File: src/rtl/row_buf_writer.sv
// Write-side sequencer rotating a raster pixel stream across three row buffers for 3x3 convolution.
// Optional ROW_BUF_WRITER_STATS_EN adds drop_cnt/sync_err diagnostic outputs.
module row_buf_writer #(
  parameter int IMG_W    = 640,
  parameter int IMG_H    = 480,
  parameter int PIX_W    = 12,
  parameter int NUM_ROWS = 3
) (
  input  logic                CLOCK_50,
  input  logic                rst_n,
  input  logic [PIX_W-1:0]    pix_data,
  input  logic                pix_valid,
  input  logic                pix_sof,
  output logic                pix_ready,
  input  logic                conv_busy,
  output logic [NUM_ROWS-1:0] buf_wr_en,
  output logic [PIX_W-1:0]    buf_wr_data,
  output logic [NUM_ROWS-1:0] buf_clr,
  output logic [1:0]          wr_sel,
  output logic                row_done,
  output logic [8:0]          row_idx,
  output logic                win_start,
  output logic                frame_done
`ifdef ROW_BUF_WRITER_STATS_EN
  ,
  output logic [15:0]         drop_cnt,
  output logic                sync_err
`endif
);

  localparam logic [1:0] S_IDLE  = 2'd0;
  localparam logic [1:0] S_CLEAR = 2'd1;
  localparam logic [1:0] S_WRITE = 2'd2;
  localparam logic [1:0] S_WAIT  = 2'd3;

  localparam int              COL_W    = $clog2(IMG_W);
  localparam logic [COL_W-1:0] COL_LAST = COL_W'(IMG_W - 1);
  localparam logic [COL_W-1:0] COL_ONE  = COL_W'(1);
  localparam logic [8:0]       ROW_LAST = 9'(IMG_H - 1);

  logic [1:0]          state;
  logic [COL_W-1:0]    col;
  logic [8:0]          row;
  logic                pend_vld;
  logic [PIX_W-1:0]    pend_data;

  logic                accept;
  logic                abort;
  logic                sof_start;
  logic [NUM_ROWS-1:0] sel_onehot;
  logic [1:0]          next_sel;

  function automatic logic [15:0] sat_inc16(input logic [15:0] v);
    sat_inc16 = (v == 16'hFFFF) ? v : v + 16'd1;
  endfunction

  // Ready depends on state alone so upstream never sees a valid->ready loop.
  assign pix_ready  = (state == S_IDLE) || (state == S_WRITE);
  assign accept     = pix_valid && pix_ready;
  assign sel_onehot = NUM_ROWS'(1) << wr_sel;
  assign next_sel   = (wr_sel == 2'd2) ? 2'd0 : wr_sel + 2'd1;
  assign buf_clr    = (state == S_CLEAR) ? sel_onehot : '0;

  // A sof anywhere past the very first slot of a frame restarts the frame.
  assign abort     = accept && pix_sof && (state == S_WRITE) &&
                     ((col != '0) || (row != '0));
  assign sof_start = accept && pix_sof && (state == S_IDLE);

  always_ff @(posedge CLOCK_50) begin
    if (sof_start || abort) begin
      pend_data <= pix_data;
    end
  end

  always_ff @(posedge CLOCK_50 or negedge rst_n) begin
    if (!rst_n) begin
      state       <= S_IDLE;
      col         <= '0;
      row         <= '0;
      wr_sel      <= 2'd0;
      pend_vld    <= 1'b0;
      buf_wr_en   <= '0;
      buf_wr_data <= '0;
      row_done    <= 1'b0;
      row_idx     <= '0;
      win_start   <= 1'b0;
      frame_done  <= 1'b0;
    end else begin
      buf_wr_en  <= '0;
      row_done   <= 1'b0;
      win_start  <= 1'b0;
      frame_done <= 1'b0;
      case (state)
        S_IDLE: begin
          if (sof_start) begin
            state    <= S_CLEAR;
            row      <= '0;
            wr_sel   <= 2'd0;
            col      <= '0;
            pend_vld <= 1'b1;
          end
        end
        S_CLEAR: begin
          state <= S_WRITE;
          if (pend_vld) begin
            buf_wr_en   <= sel_onehot;
            buf_wr_data <= pend_data;
            col         <= COL_ONE;
            pend_vld    <= 1'b0;
          end
        end
        S_WRITE: begin
          if (abort) begin
            state    <= S_CLEAR;
            row      <= '0;
            wr_sel   <= 2'd0;
            col      <= '0;
            pend_vld <= 1'b1;
          end else if (accept) begin
            buf_wr_en   <= sel_onehot;
            buf_wr_data <= pix_data;
            if (col == COL_LAST) begin
              col       <= '0;
              row_done  <= 1'b1;
              row_idx   <= row;
              win_start <= (row >= 9'd2);
              if (row == ROW_LAST) begin
                frame_done <= 1'b1;
                state      <= S_IDLE;
                row        <= '0;
                wr_sel     <= 2'd0;
              end else begin
                row    <= row + 9'd1;
                wr_sel <= next_sel;
                state  <= S_WAIT;
              end
            end else begin
              col <= col + COL_ONE;
            end
          end
        end
        S_WAIT: begin
          // The first three rows never reuse a buffer the reader could hold.
          if ((row < 9'd3) || !conv_busy) begin
            state <= S_CLEAR;
          end
        end
        default: state <= S_IDLE;
      endcase
    end
  end

`ifdef ROW_BUF_WRITER_STATS_EN
  always_ff @(posedge CLOCK_50 or negedge rst_n) begin
    if (!rst_n) begin
      drop_cnt <= '0;
      sync_err <= 1'b0;
    end else begin
      if (accept && !pix_sof && (state == S_IDLE)) begin
        drop_cnt <= sat_inc16(drop_cnt);
      end
      if (abort) begin
        sync_err <= 1'b1;
      end
    end
  end
`endif

endmodule

File: config.mk
export PLATFORM = sky130hd
export DESIGN_NAME = row_buf_writer
export DESIGN_NICKNAME = d
export VERILOG_FILES = /design/src/rtl/row_buf_writer.sv
export SDC_FILE = /design/constraint.sdc
export NUM_CORES = 1
export LEC_CHECK = 0
export ABC_AREA = 1
export CORE_ASPECT_RATIO = 1.4
export CORE_UTILIZATION = 40
export CTS_BUF_LIST = sky130_fd_sc_hd__clkbuf_8
export CTS_CLUSTER_SIZE = 10
export DETAILED_ROUTE_END_ITERATION = 10
export PLACE_DENSITY = 0.64
export RECOVER_POWER = 25
export SYNTH_ARGS = -nofsm -noshare
export SYNTH_HDL_FRONTEND = slang
export SYNTH_SLANG_ARGS = --single-unit
File: constraint.sdc
create_clock -name CLOCK_50 -period 6.1 [get_ports CLOCK_50]
set_clock_uncertainty 0.1 [all_clocks]
set_input_delay 0.915 -clock CLOCK_50 [delete_from_list [all_inputs] [get_ports CLOCK_50]]
set_output_delay 0.915 -clock CLOCK_50 [all_outputs]
set_load 0.01 [all_outputs]
# == Word-level counts from Yosys, hierarchy flattened ==
# Index checks and enable logic that the tools add are counted.
# totals
ff_bits,63
input_bits,17
out_inout_bits,33
word_cells,106
# op_classes
n_addsub,3
n_lt_le_gt_ge,2
eq_ne,14
shift,1
n_mux,51
bitwise_logic,1
n_reduce_logical,22
# op_table
op,n
2-to-1 mux 10 bit,5
2-to-1 mux 9 bit,5
2-to-1 mux 12 bit,3
case mux 10 bit (3 select lines),1
2-to-1 mux 2 bit,12
case mux 12 bit (2 select lines),1
AND reduction 4 bit,5
case mux 9 bit (2 select lines),1
2-to-1 mux 1 bit,15
2-to-1 mux 3 bit,4
"inequality test 2 bit, second input constant",6
"adder 10 x 1 -> 10 bit, second input constant",1
"equality test 10 bit, second input constant",1
nonzero test 10 bit,1
"adder 9 x 1 -> 9 bit, second input constant",1
"equality test 9 bit, second input constant",1
"greater-or-equal comparator 9 x 2 -> 1 bit, second input constant",1
"< comparator 9 x 2 -> 1 bit, second input constant",1
nonzero test 9 bit,1
case mux 2 bit (4 select lines),1
"equality test 2 bit, second input constant",3
case mux 3 bit (2 select lines),1
logical AND 1 bit,5
logical OR 1 bit,4
13 further kinds,14

# == Depth between registers and ports, before layout ==
# depth
depth_word,8
mapped_depth,13
ltp_nobuf,12

# == Worst setup path before layout ==
# Ideal clock, no wire load.
# synth_path
kind,input port to flip-flop
from,input pix_sof
to,"register pend_data[0], enable pin"
setup_ns,0.398
arrival_ns,2.071
t_required_ns,5.602
path_slack_ns,3.532
stages,4
path_buffers,0
path_cell_list,nand2_2 nor2_4 inv_2 o21ai_0
# synth_via
elab_chain_cells,4
word_cells_on_any_way,5
classes_between,reduce/logical: 5
# synth_rtl
item,line_no,text
"start, declared",13,"input logic pix_sof,"
logical AND 1 bit *,"65, 67",
logical AND 1 bit (2 in a row),65,assign abort = accept && pix_sof && (state == S_WRITE) &&
logical OR 1 bit *,70,if (sof_start || abort) begin
"end signal, assigned",71,pend_data <= pix_data;
"end, declared",45,logic [PIX_W-1:0] pend_data;
# Every way passes the cells marked *; elsewhere a longest branch is shown, timed or not.
# A chain may end at the register's enable or synchronous reset.

# == Worst setup path in the final report ==
# layout_path
from,register state[0]
to,output pix_ready
# layout_via
elab_chain_cells,2
word_cells_on_any_way,3
classes_between,eq/ne: 1; reduce/logical: 2
# layout_rtl
item,line_no,text
"start, declared",41,logic [1:0] state;
"start signal, assigned",77,state <= S_IDLE;
"start signal, assigned",96,state <= S_CLEAR;
"start signal, assigned",104,state <= S_WRITE;
equality test 2 bit / logical NOT 2 bit (equally long branches),58,assign pix_ready = (state == S_IDLE) || (state == S_WRITE);
logical OR 1 bit *,58,
"end, declared",14,"output logic pix_ready,"
# Marks and branches as above.

==> reports/metrics.yaml <==
run_status:
  status: "complete, but fails checks"
  violations: "max-capacitance violations, max-slew violations"
cells_and_area:
  diodes: 0
  syn_to_final_growth_pct: 21.6
  nets: 469
  nFillCells: 794
  layout-drive-gt1-share_pct: 13.0
cts:
  ctsResizeCount: 0
  clockBufferDepth: 2
  cts_hold_buf: 0
  post_cts_buffers: 0
  clockRootBuffer: "clkbuf_8"
  clock_latency_ns: 0.36
  cts_tree: "done"
  clkTransAtPathRegs_ns: 0.07
  cts.sinks: 63
  cts_buffers: 9
  h-tree-depth: 3
synthesis:
  ys_seq_area_share_pct: 48.1
  synth_area_leader_cell: "dfrtp_1"
  synth_commonest_cells: "128 x nand2_1, 51 x dfrtp_1, 34 x inv_1"
  avgSynthCellArea_sq_um: 8.66
  yosys.area_share.simple_pct: 28.6
  synth_mux_area_share_pct: 0
  synth_ff_type: "dfrtp_1"
  synth_compound_area_share_pct: 10.8
  synthArstFlopShare_pct: 81.0
  synthAdderAreaFrac_pct: 3.68
  synthCells: 393
  yosys.area_share.xor_xnor_pct: 1.80
  synth_nets: 420
  ys_seq_elements: 63
  synth_top_area_share_pct: 37.5
  synth_edf_count: 12
  ys_types: 36
  syn-cell-area_sq_mm: 0.00340
  synthMostInstantiatedCell: "nand2_1"
  synth_top_family_by_area: "simple AND/OR/NAND/NOR gates"
  synthTopCellsByArea: "dfrtp_1 37%, nand2_1 14%, edfxtp_1 11%"
  synth_warnings: 0
critical_path:
  worstSetupPathType: "reg -> out"
  critPathCaptureType: "primary output"
  critical_path.max_fanout: 19
  r2r_slack_ns: 3.15
  r2r_start: "state[0]"
  arrival_ns: 2.45
  r2r_cells: 8
  crit_path_start_kind: "flip-flop"
  r2r-end: "state[1]"
  critPathRequiredTime_ns: 5.08
power_and_ir_drop:
  powerDensity_mw_per_mm2: 383
  power_uw: 1590
  ir_drop_mv: 0.172
  p_leak_uw: 0.00187
grt:
  grt_max_degree: 52
  grt_overflow: 0
  grt_pass1_vias: 2635
  grt_pass1_wl_microns: 12500
  grt_use_total_pct: 18.6
  antenna_found_initial: 0
sta:
  tightest_slew_ns: 2.77
  fin_crit_sh_pct: 56.8
  setup_viol: 0
  period_needed_ns: 3.46
  tns_ns: 0
  rsz0062_at_grt: "no"
  slew_violations: 52
  slew_headroom_pct: -84.5
  fmax_mhz: 289
  finalHoldViolCount: 0
detailed_routing:
  vias: 2719
  first_iter_violations: 141
  firstDrtPassIters: 4
  totalWireLength_microns: 7420
  vias_per_cell: 4.95
  wl_per_cell_microns: 13.5
  ant_nets: 0
  drc: 0
floorplanning:
  start_util_pct: 41.5
  core_area_sq_mm: 0.00820
  rows: 39
  die_w_microns: 80.0
  die_h_microns: 111
  die_area_sq_mm: 0.00889
  pin_count: 50
worst_hold_path:
  hp-start: "row_idx[7]"
  min_to: "row_idx[7]"
  hold_path_depth: 2
  hold_path_class: "reg -> reg"
place:
  dpl.hpwl_microns: 5240
  gp_congestion: 0.926
  portBuffers: 49
run:
  drv_cap: 1
-- flip-flops by register name (all words and copies together), names as in the netlist, 2 cells and up --
register,count
buf_wr_data,12
buf_wr_en,3
col,10
pend_data,12
row,9
row_idx,9
state,2
wr_sel,2
-- layer usage --
| metal | up-vias | GRT usage [%] | share of wire (%) |
|---|---|---|---|
| met2 | 59 | 30.7 | 50 |
| li1 | 1373 | - | - |
| met1 | 1268 | 22.3 | 44 |
| met3 | 19 | 3.79 | 3.2 |
| met5 | - | 0 | 0 |
| met4 | 0 | 9.88 | 3.0 |
-- critical path, cell delays in order (launching register included) --
cell	delay [ns]
dfrtp_1	0.42
inv_1	0.10
ha_1	0.78
nor2_4	0.08
inv_1	0.16
clkdlybuf4s50_1	0.56
-- worst max-delay path by stage --
stage / startpoint / end / depth (start not counted)
finish: state[0] / pix_ready / 5
global route: rst_n / row_idx[0] / 2
CTS: state[0] / pix_ready / 5
detailed placement: pix_valid / col[2] / 8
global placement: pix_valid / col[2] / 8
floorplan: pix_sof / pend_data[0] / 4
-- area by class of cell --
cell class	instances	area, sq um	area share, %
Inverter	37	139	3.35
Multi-Input combinational cell	280	1530	36.9
Clock inverter	6	77.6	1.87
Tap cell	102	128	3.08
Clock buffer	10	138	3.32
Sequential cell	63	1640	39.5
Timing Repair Buffer	51	497	12.0
-- stage by stage --
stage / area, sq um / setup slack [ns] / util, % / std cells / hold WS, ns
2_1_floorplan: 3400 / 3.53 / - / 393 / 0.396
3_3_place_gp: 3930 / 3.02 / 47.9 / 533 / 0.363
3_5_place_dp: 3930 / 2.96 / 47.9 / 533 / 0.364
4_1_cts: 4150 / 2.63 / 50.6 / 549 / 0.383
5_1_grt: 4140 / 2.18 / 50.5 / 549 / 0.405
6_report: 4140 / 2.64 / 50.5 / 549 / 0.376
-- kinds of logic after synthesis --
logic type | Yosys count
and+or+nand+nor | 208
DFF | 63
AOI/OAI and AO/OA | 55
buffers and inverters | 50
adders and majority gates | 10
xor gates and xnor gates | 7
-- layout by cell type (no fill, tap or decap), drive strengths merged, types with 7 or more instances in the layout --
cell | synthesis | final
nand2 | 133 | 133
dfrtp | 51 | 51
clkdlybuf4s50 | 0 | 41
o21ai | 40 | 40
inv | 37 | 39
nor2 | 31 | 31
nand3 | 24 | 24
edfxtp | 12 | 12
a21oi | 11 | 11
clkbuf | 1 | 11
ha | 10 | 10
nand4 | 10 | 10
nor3 | 8 | 8
dlygate4sd3 | 0 | 7
-- power breakdown --
part | switching, uW | total [uW] | internal [uW]
registers | 43.4 | 545 | 502
clock network | 163 | 400 | 237
logic | 410 | 640 | 230
(Power assumes the default switching activity.)
